### config.mk
export PLATFORM = sky130hd
export DESIGN_NAME = reglk_bank
export DESIGN_NICKNAME = d
export VERILOG_FILES = /design/src/rtl/reglk_bank.sv
export SDC_FILE = /design/constraint.sdc
export NUM_CORES = 1
export LEC_CHECK = 0
export ABC_AREA = 1
export CORE_UTILIZATION = 35
export CTS_CLUSTER_DIAMETER = 120
export CTS_CLUSTER_SIZE = 40
export DETAILED_ROUTE_END_ITERATION = 16
export GPL_ROUTABILITY_DRIVEN = 0
export PLACE_DENSITY = 0.72
export SLEW_MARGIN = 10
export SYNTH_ARGS = -nofsm -noshare
export SYNTH_HDL_FRONTEND = slang
export SYNTH_SLANG_ARGS = --single-unit
### constraint.sdc
create_clock -name clk_i -period 2.2 [get_ports clk_i]
set_input_delay 0.44 -clock clk_i [delete_from_list [all_inputs] [get_ports clk_i]]
set_output_delay 0.44 -clock clk_i [all_outputs]
set_load 0.01 [all_outputs]
### src/rtl/reglk_bank.sv
// reglk_bank: register-lock bank with write-once seals, 1-cycle bus, JTAG unlock.
// Optional macro REGLK_PARITY_EN adds per-word even parity with fail-locked output.
module reglk_bank #(
  parameter int NB_WORDS      = 6,
  parameter int WORD_W        = 32,
  parameter int ADDR_W        = 8,
  parameter int UNLOCK_CYCLES = 16
) (
  input  logic                       clk_i,
  input  logic                       rst_ni,
  input  logic                       jtag_unlock_i,
  input  logic [7:0]                 reglk_ctrl_i,
  input  logic                       acct_ctrl_i,
  input  logic                       req_i,
  input  logic                       we_i,
  input  logic [ADDR_W-1:0]          addr_i,
  input  logic [63:0]                wdata_i,
  output logic                       gnt_o,
  output logic                       rvalid_o,
  output logic [63:0]                rdata_o,
  output logic                       err_o,
  output logic [NB_WORDS*WORD_W-1:0] reglk_ctrl_o,
  output logic                       parity_err_o
);

  localparam int CW = $clog2(UNLOCK_CYCLES + 1);

  typedef enum logic [1:0] {
    IDLE  = 2'd0,
    ARM   = 2'd1,
    CLEAR = 2'd2,
    HOLD  = 2'd3
  } state_e;

  state_e state_q, state_d;
  logic [CW-1:0] cnt_q, cnt_d;

  logic [NB_WORDS-1:0][WORD_W-1:0] words_q;
  logic [NB_WORDS-1:0] seal_q;
  logic [NB_WORDS-1:0] word_hit;
  logic [NB_WORDS-1:0] wr_word;
  logic [NB_WORDS-1:0] par_bad;

  logic [ADDR_W-4:0] idx;
  logic [31:0] idx32;
  logic is_word, is_seal, is_stat;
  logic sel_seal, wr_ok, seal_set, clr;
  logic [WORD_W-1:0] rd_word;
  logic rsp_err;
  logic [63:0] rsp_data;
  logic unused;

  assign unused  = ^{reglk_ctrl_i, wdata_i, addr_i};
  assign clr     = (state_q == CLEAR);
  assign gnt_o   = req_i & ~clr;
  assign idx     = addr_i[ADDR_W-1:3];
  assign idx32   = 32'(idx);
  assign is_word = idx32 < 32'(NB_WORDS);
  assign is_seal = idx32 == 32'(NB_WORDS);
  assign is_stat = idx32 == 32'(NB_WORDS + 1);

  // Unlock FSM state and debounce counter
  always_ff @(posedge clk_i or negedge rst_ni) begin
    if (!rst_ni) begin
      state_q <= IDLE;
      cnt_q   <= '0;
    end else begin
      state_q <= state_d;
      cnt_q   <= cnt_d;
    end
  end

  // Unlock FSM next state: a full run of high cycles is needed to clear
  always_comb begin
    state_d = state_q;
    cnt_d   = cnt_q;
    unique case (state_q)
      IDLE: begin
        cnt_d = '0;
        if (jtag_unlock_i) begin
          state_d = ARM;
          cnt_d   = CW'(1);
        end
      end
      ARM: begin
        if (!jtag_unlock_i) begin
          state_d = IDLE;
          cnt_d   = '0;
        end else if (cnt_q >= CW'(UNLOCK_CYCLES - 1)) begin
          state_d = CLEAR;
          cnt_d   = CW'(UNLOCK_CYCLES);
        end else begin
          cnt_d = cnt_q + CW'(1);
        end
      end
      CLEAR: begin
        state_d = HOLD;
        cnt_d   = '0;
      end
      HOLD: begin
        cnt_d = '0;
        if (!jtag_unlock_i) state_d = IDLE;
      end
      default: begin
        state_d = IDLE;
        cnt_d   = '0;
      end
    endcase
  end

  // Address decode, write qualification and response data
  always_comb begin
    word_hit = '0;
    rd_word  = '0;
    for (int k = 0; k < NB_WORDS; k++) begin
      word_hit[k] = is_word && (idx32 == 32'(k));
      if (word_hit[k]) rd_word = words_q[k];
    end
    sel_seal = |(word_hit & seal_q);
    wr_ok    = gnt_o && acct_ctrl_i && we_i && is_word &&
               !reglk_ctrl_i[1] && !sel_seal;
    wr_word  = wr_ok ? word_hit : '0;
    seal_set = gnt_o && acct_ctrl_i && we_i && is_seal;
    rsp_err  = 1'b0;
    rsp_data = '0;
    if (!acct_ctrl_i) begin
      rsp_err = 1'b1;
    end else if (is_word) begin
      if (we_i) rsp_err = reglk_ctrl_i[1] | sel_seal;
      else if (!reglk_ctrl_i[0]) rsp_data = 64'(rd_word);
    end else if (is_seal) begin
      if (!we_i) rsp_data = 64'(seal_q);
    end else if (is_stat) begin
      if (we_i) rsp_err = 1'b1;
      else rsp_data = 64'({state_q, parity_err_o, |seal_q});
    end else begin
      rsp_err = 1'b1;
    end
  end

  // Lock words and seals; CLEAR wins over any same-cycle update
  always_ff @(posedge clk_i or negedge rst_ni) begin
    if (!rst_ni) begin
      words_q <= '0;
      seal_q  <= '0;
    end else if (clr) begin
      words_q <= '0;
      seal_q  <= '0;
    end else begin
      for (int k = 0; k < NB_WORDS; k++)
        if (wr_word[k]) words_q[k] <= wdata_i[WORD_W-1:0];
      if (seal_set) seal_q <= seal_q | wdata_i[NB_WORDS-1:0];
    end
  end

  // Bus response, one cycle after grant
  always_ff @(posedge clk_i or negedge rst_ni) begin
    if (!rst_ni) begin
      rvalid_o <= 1'b0;
      err_o    <= 1'b0;
      rdata_o  <= '0;
    end else begin
      rvalid_o <= gnt_o;
      err_o    <= gnt_o & rsp_err;
      rdata_o  <= gnt_o ? rsp_data : '0;
    end
  end

`ifdef REGLK_PARITY_EN
  logic [NB_WORDS-1:0] par_q;
  logic perr_q;

  // Even parity mismatch per stored word
  always_comb begin
    par_bad = '0;
    for (int k = 0; k < NB_WORDS; k++)
      par_bad[k] = (^words_q[k]) ^ par_q[k];
  end

  // Parity bits follow word writes; error flag is sticky until CLEAR
  always_ff @(posedge clk_i or negedge rst_ni) begin
    if (!rst_ni) begin
      par_q  <= '0;
      perr_q <= 1'b0;
    end else if (clr) begin
      par_q  <= '0;
      perr_q <= 1'b0;
    end else begin
      for (int k = 0; k < NB_WORDS; k++)
        if (wr_word[k]) par_q[k] <= ^wdata_i[WORD_W-1:0];
      if (|par_bad) perr_q <= 1'b1;
    end
  end

  assign parity_err_o = perr_q;
`else
  assign par_bad      = '0;
  assign parity_err_o = 1'b0;
`endif

  // Lock vector; a corrupted word fails locked
  always_comb begin
    reglk_ctrl_o = '0;
    for (int k = 0; k < NB_WORDS; k++)
      reglk_ctrl_o[k*WORD_W +: WORD_W] = par_bad[k] ? '1 : words_q[k];
  end

endmodule

==> results of run 1 <==
-- logic make-up after synthesis --
family	Yosys count	synth area share
AO/OA/AOI/OAI	132	0.05537
adder cells (fa/ha/maj)	2	0.001946
buffers and inverters	230	0.09819
flip-flops	239	0.4652
other	1	0.0002917
AND/OR/NAND/NOR	857	0.3790
-- where the power goes --
| group | switching [mW] | internal [mW] | total, mW |
|---|---|---|---|
| clock | 1.49 | 0.983 | 2.47 |
| sequential | 0.0536 | 4.44 | 4.50 |
| combinational | 0.434 | 0.294 | 0.728 |
-- repair_timing --
| item | 4_1_cts | 5_1_grt |
|---|---|---|
| gates resized for setup | 2 | 1 |
| endpoints found under the hold margin | 54 | 0 |
| setup endpoints to repair | 1 | 1 |
| setup buffers | 3 | 0 |
| hold buffers | 1 | 0 |
-- area by class of cell --
type / count / area [um2] / area share
flip-flops and latches: 239 / 5982 / 0.3522
multi-input cells: 1024 / 5788 / 0.3408
repair buffers: 387 / 3978 / 0.2342
well taps: 461 / 576.8 / 0.03396
inverters: 87 / 326.6 / 0.01923
clock buffers: 12 / 289.0 / 0.01702
clock inverters: 3 / 45.04 / 0.002652
-- synthesized netlist by cell type --
cell type / number
nand2_1: 333
dfrtp_1: 239
nand3_1: 223
nand3_2: 180
inv_1: 81
nor2_1: 75
a21oi_1: 66
buf_4: 55
buf_2: 45
o21ai_0: 35
clkbuf_1: 21
nand4_1: 21
a31oi_1: 20
buf_6: 18
a22oi_1: 7
inv_2: 6
nand4_4: 6
nor2_2: 6
nor2_4: 4
buf_1: 3
nand2_2: 3
ha_1: 2
nand2_4: 2
clkbuf_2: 1
conb_1: 1
nand4_2: 1
nor3_1: 1
nor3_4: 1
nor3b_1: 1
o21a_1: 1
o21ai_1: 1
o31ai_1: 1
o32ai_1: 1
-- metal layers --
layer / global-route usage / vias to the layer above
met5: 0 / -
li1: - / 5368
met2: 0.3807 / 532
met3: 0.02818 / 58
met1: 0.3066 / 5713
met4: 0.06400 / 0
-- per-stage QoR --
stage / instance area, um2 / util / setup WS, ns
floorplan: 12980 / - / 0.3479
global placement: 16620 / 0.4638 / -0.3572
detailed placement: 16620 / 0.4638 / -0.3875
CTS: 16980 / 0.4740 / 0.1319
global route: 16990 / 0.4741 / 0.01479
finish: 16990 / 0.4741 / 0.1117
-- cells in the final DEF (no fill, tap or decap), drive strengths merged --
master	n
o31ai	1
dlygate4sd3	1
nor3b	1
ha	2
a31oi	20
nand3	403
dfrtp	239
clkinvlp	2
clkdlybuf4s50	269
clkinv	2
o32ai	1
a22oi	7
o21a	1
nor2	85
nand4	28
clkbuf	12
nand2	338
inv	86
a21oi	66
o21ai	36
nor3	2
conb	33
dlygate4sd2	1
buf	116
-- worst min path at each step --
stage / from / to / slack, ns / depth (start not counted)
floorplan: rst_ni / async pin / 0.14 / 0
global placement: rst_ni / rdata_o[3] / 0.42 / 1
detailed placement: rst_ni / rdata_o[4] / 0.43 / 1
CTS: rst_ni / rdata_o[4] / 0.49 / 2
global route: rst_ni / rdata_o[4] / 0.50 / 2
finish: rst_ni / rdata_o[2] / 0.46 / 2
-- sequential cells by signal (all words and copies together), names as in the netlist, named ones only --
name          count
seal_q            6
reglk_ctrl_o    192
err_o             1
rvalid_o          1
rdata_o          32
state_q           1
cnt_q             5
==> results_dict.tcl, run 1 <==
set metrics [dict create \
    rsz_0062_raised_after_global_routing "false" \
    m1WireLength_um 17840 \
    cts.htree.levels 1 \
    track_usage 0.2266 \
    drive_above_1_share 0.1975 \
    core_rows 69 \
    worst_setup_hold_path_clk_slew_ns 0.14 \
    cp.depth 10 \
    cts_tree "yes" \
    flow.area_growth_from_synthesis_pct 32.10 \
    drt_pass1_iterations 5 \
    worst-path-buf-inv 3 \
    synth_area_um2 12860 \
    worst_path_top_cell_family_by_delay "buffers and inverters" \
    ctsRootBufferMaster "clkbuf_16" \
    synth.distinct_cells 33 \
    worst_path_max_delay_cell "clkdlybuf4s50_1" \
    ctsLongestPathBuffers 3 \
    yosys-top-cells-area "dfrtp_1 (47%), nand3_2 (14%), nand2_1 (9.7%), nand3_1 (8.7%), buf_4 (3.2%)" \
    setup_viol 0 \
    final_min_period_over_clock_period 0.9492 \
    cap_viol_max_count 0 \
    worst_pin_slew_ns 0.7516 \
    synthDominantAreaCellType "dfrtp_1" \
    core-area_um2 35830 \
    maxSlewViolCount 0 \
    cts_made_buffers 10 \
    detail_route.wirelength_um 42650 \
    detailroute.wirelength.met3_um 2942 \
    yosys_warnings 0 \
    outcome "finished, final reports clean" \
    worstSetupPathType "in -> reg" \
    crit_chain "clkdlybuf4s50_1, nor2_4, nand2_4, buf_4, nor2_4, buf_4, nand2_1, nand3_1, nand2_1, a21oi_1" \
    numPortBuffers 271 \
    antenna_diode_instance_count 0 \
    floorplan.die_area_um2 37510 \
    fin_cells 2213 \
    chipHeight_um 193.7 \
    synthDominantCellAreaShare 0.4652 \
    grt_antenna_before_repair 0 \
    io-pin-count 346 \
    first_global_vias 11409 \
    ys_ff_latch 239 \
    max_slew_margin 0.4989 \
    timing.critical_path.slowest_cell_delay_ns 0.55 \
    synth_seq_area_share 0.4652 \
    grt_max_degree 98 \
    reg2reg_depth 11 \
    min_path_type "in -> async" \
    starting_density_of_the_core 0.3589 \
    hpwl_um 30290 \
    crit_required_ns 2.62 \
    achievable-frequency_ghz 0.4789 \
    syn_avg_cell_area_um2 8.800 \
    p_total_mw 7.695 \
    p_per_area_nw_per_um2 453.1 \
    timing.critical_path.from "addr_i[6]" \
    power_leakage_nw 8.051 \
    die_w_um 193.7 \
    final_net_count 1837 \
    worst_flop_to_flop_path_endpoint "reglk_ctrl_o[89]" \
    global_route.overflow_total 0 \
    finalSetupTns_ns 0 \
    final_hold_viol_count 0 \
    detail_route.iter0.violations 1088 \
    power.ir.vdd_worst_uv 431.3 \
    critPathMaxFanout 17 \
    fill_cells 3368 \
    critPathLaunchType "input pin" \
    critical_path.endpoint_type "register" \
    number_of_vias_per_cell_after_detailed_routing 5.274 \
    clock_sinks 239 \
    remaining_routing_drc_violations 0 \
    reg2reg_slack_ns 0.38 \
    crit_path_end "rdata_o[1]" \
    fin_skew_ns 0.03309 \
    period_minus_slack_ns 2.088 \
    crit_arrival_ns 2.51 \
    insertion_delay_to_the_later_sink_of_the_worst_skew_pair_ns 0.51 \
    post_synth_inst_count 1461 \
    placed_cells_incl_taps 2194 \
    routed.top_layer "met4" \
    global_route_wire_length_before_repair_um 67320 \
    route.vias.total 11671 \
    ant_nets 0 \
    wl_met2_um 20780 \
    worst_hold_margin_ns 0.4582 \
    avgRoutedWirePerCell_um 19.27 \
]
No activity file was read; power rests on OpenSTA's default activity.
==> run 2: changes to the inputs <==
Settings changed: ABC_AREA 1 to default, PLACE_DENSITY 0.72 to 0.74.
==> results_dict.tcl, run 2 <==
set metrics [dict create \
    post_synthesis_share_of_cell_area_spent_on_and_or_nand_and_nor_gates 0.1672 \
    numPortBuffers 271 \
    worst_pin_slew_ns 0.7537 \
    clock_sinks 239 \
    pre_cts_setup_slack_ns -0.4959 \
    adder_cell_share_of_the_synthesized_area 0.002202 \
    starting_density_of_the_core 0.3583 \
    floorplan.die_area_um2 33200 \
    critPathMaxFanout 14 \
    mostFrequentLayoutCells "nand2_1 (291), clkdlybuf4s50_1 (265), dfrtp_1 (238)" \
    layout_commonest_cell "nand2_1" \
    global_route_wire_length_before_repair_um 59580 \
    post-cts-setup-buffers 0 \
    yosys-top-cells-area "dfrtp_1 (53%), mux2i_1 (11%), nand2_1 (9.6%), a21oi_1 (4.5%), o21ai_0 (3.8%)" \
    synthDominantAreaCellType "dfrtp_1" \
    synthDominantCellAreaShare 0.5262 \
    p_per_area_nw_per_um2 501.3 \
    rsz_0062_raised_after_global_routing "false" \
    drt_pass1_iterations 7 \
    ctsRootBufferMaster "clkbuf_16" \
    fin_ws_ns 0.07600 \
    hpwl_um 27390 \
    synth_seq_area_share 0.5262 \
    avgRoutedWirePerCell_um 20.69 \
    p_total_mw 7.656 \
    track_usage 0.2310 \
    worstSetupPathType "in -> reg" \
    number_of_vias_per_cell_after_detailed_routing 5.486 \
    reg2reg_slack_ns 0.09 \
    min_path_type "in -> async" \
    area_of_the_multi_input_gates_um2 4886 \
    insertion_delay_to_the_later_sink_of_the_worst_skew_pair_ns 0.50 \
    post-synth-top-count-cell "nand2_1" \
    crit_arrival_ns 2.50 \
    ff_latch_area_um2 5982 \
    grt_max_degree 128 \
    syn_avg_cell_area_um2 9.424 \
    ant_nets 0 \
    period_minus_slack_ns 2.124 \
    drive_above_1_share 0.08485 \
    yosys_warnings 0 \
    synth_area_um2 11370 \
    instance_area_after_placement_um2 14900 \
    largest_register_ff_count 192 \
    flow.area_growth_from_synthesis_pct 34.37 \
    outcome "finished, final reports clean" \
    core_rows 65 \
    timing.critical_path.from "addr_i[5]" \
    first_global_vias 10186 \
    synthArstFlopShare 1.000 \
    critical_path.endpoint_type "register" \
    ys_ff_latch 239 \
    detail_route.wirelength_um 39110 \
    chipHeight_um 182.2 \
    io-pin-count 346 \
    power_leakage_nw 7.105 \
    main_combinational_cell_family_by_area_after_synthesis "simple AND/OR/NAND/NOR gates" \
    fill_cells 2913 \
    synth_enable_flop_cells 0 \
    ctsLongestPathBuffers 3 \
    remaining_routing_drc_violations 0 \
    final_cell_area_um2 15270 \
    power.ir.vdd_worst_uv 431.5 \
    crit_required_ns 2.58 \
    cts_made_buffers 10 \
    synth_compound_gate_area_share 0.1352 \
    post_synth_inst_count 1206 \
    global_route.overflow_total 0 \
    critPathLaunchType "input pin" \
    die_w_um 182.2 \
    setup_viol 0 \
    worst_setup_hold_path_clk_slew_ns 0.14 \
    cts_tree "yes" \
    placed_cells_incl_taps 1872 \
    final_min_period_over_clock_period 0.9655 \
    maxSlewViolCount 0 \
    synthXorXnorAreaFrac 0.0007706 \
    max_slew_margin 0.4975 \
    route.vias.total 10369 \
    share_of_cell_area_taken_by_muxes_after_synthesis 0.1067 \
    fin_skew_ns 0.03269 \
    final_hold_viol_count 0 \
    fin_cells 1890 \
    postSynth.topFlopCell "dfrtp_1" \
    rr_startpoint "seal_q[3]" \
    synth.distinct_cells 56 \
    cap_viol_max_count 0 \
    core-area_um2 31720 \
    achievable-frequency_ghz 0.4708 \
    cts.htree.levels 1 \
    detail_route.iter0.violations 914 \
    final_net_count 1571 \
    grt_antenna_before_repair 3 \
    ys_top_cells_by_count "nand2_1 (291), dfrtp_1 (239), mux2i_1 (120), a21oi_1 (103), o21ai_0 (86)" \
]
[run 2: worst max-delay path: stages]
cell and delay [ns]:
clkdlybuf4s50_1 0.52, a2111oi_4 0.34, nand4_2 0.20, or4_2 0.60
buf_4 0.24, nand2_1 0.09, a21oi_1 0.06
[run 2: area by class of cell]
type	count	share of cell area
timing repair buffer	356	0.2320
clock buffer	11	0.01802
sequential	239	0.3917
clock inverter	3	0.003441
tap	402	0.03293
inverter	6	0.001475
multi-input combinational	870	0.3199
antenna	3	0.0004916
[run 2: worst paths after layout]
kind / end / depth (start not counted)
max: reglk_ctrl_o[88] / 7
min: reglk_ctrl_o[64] / 2
max reg2reg: reglk_ctrl_o[38] / 7
min reg2reg: cnt_q[3] / 2
max in group asynchronous: rdata_o[20] / 3
min in group clk_i: cnt_q[3] / 2
[run 2: logic make-up after synthesis]
logic type / count (synthesis)
simple gates: 435
other cells: 1
xor+xnor: 1
fa+ha+maj: 2
compound gates: 278
mux: 121
flops: 239
buf+inv: 129
[run 2: per-layer routing]
| metal | global-route usage | routed length (um) |
|---|---|---|
| met1 | 0.2999 | 15600 |
| met4 | 0.09143 | 1500 |
| met5 | 0 | 0 |
| met2 | 0.3830 | 18880 |
| met3 | 0.04051 | 3128 |
[run 2: metrics by stage]
stage | util | TNS (ns) | hold WS (ns)
after global placement | 0.4698 | -87.82 | 0.4230
after floorplan | - | 0 | 0.1444
after global routing | 0.4814 | 0 | 0.5125
final | 0.4815 | 0 | 0.4588
after detailed placement | 0.4698 | -93.39 | 0.4210
after CTS | 0.4805 | 0 | 0.4722
[run 2: power by group]
part           total (mW)  internal [mW]  leakage, nW  switching [mW]
logic               0.735          0.291         3.62           0.444
registers            4.50           4.44         3.32          0.0549
clock network        2.42          0.962        0.159            1.46
[run 2: timing repair]
item	in CTS	in global routing
setup endpoints to repair	1	130
cloned	0	0
gates resized for setup	2	5
endpoints found under the hold margin	51	0
hold buffers	1	0
pin swaps	0	1
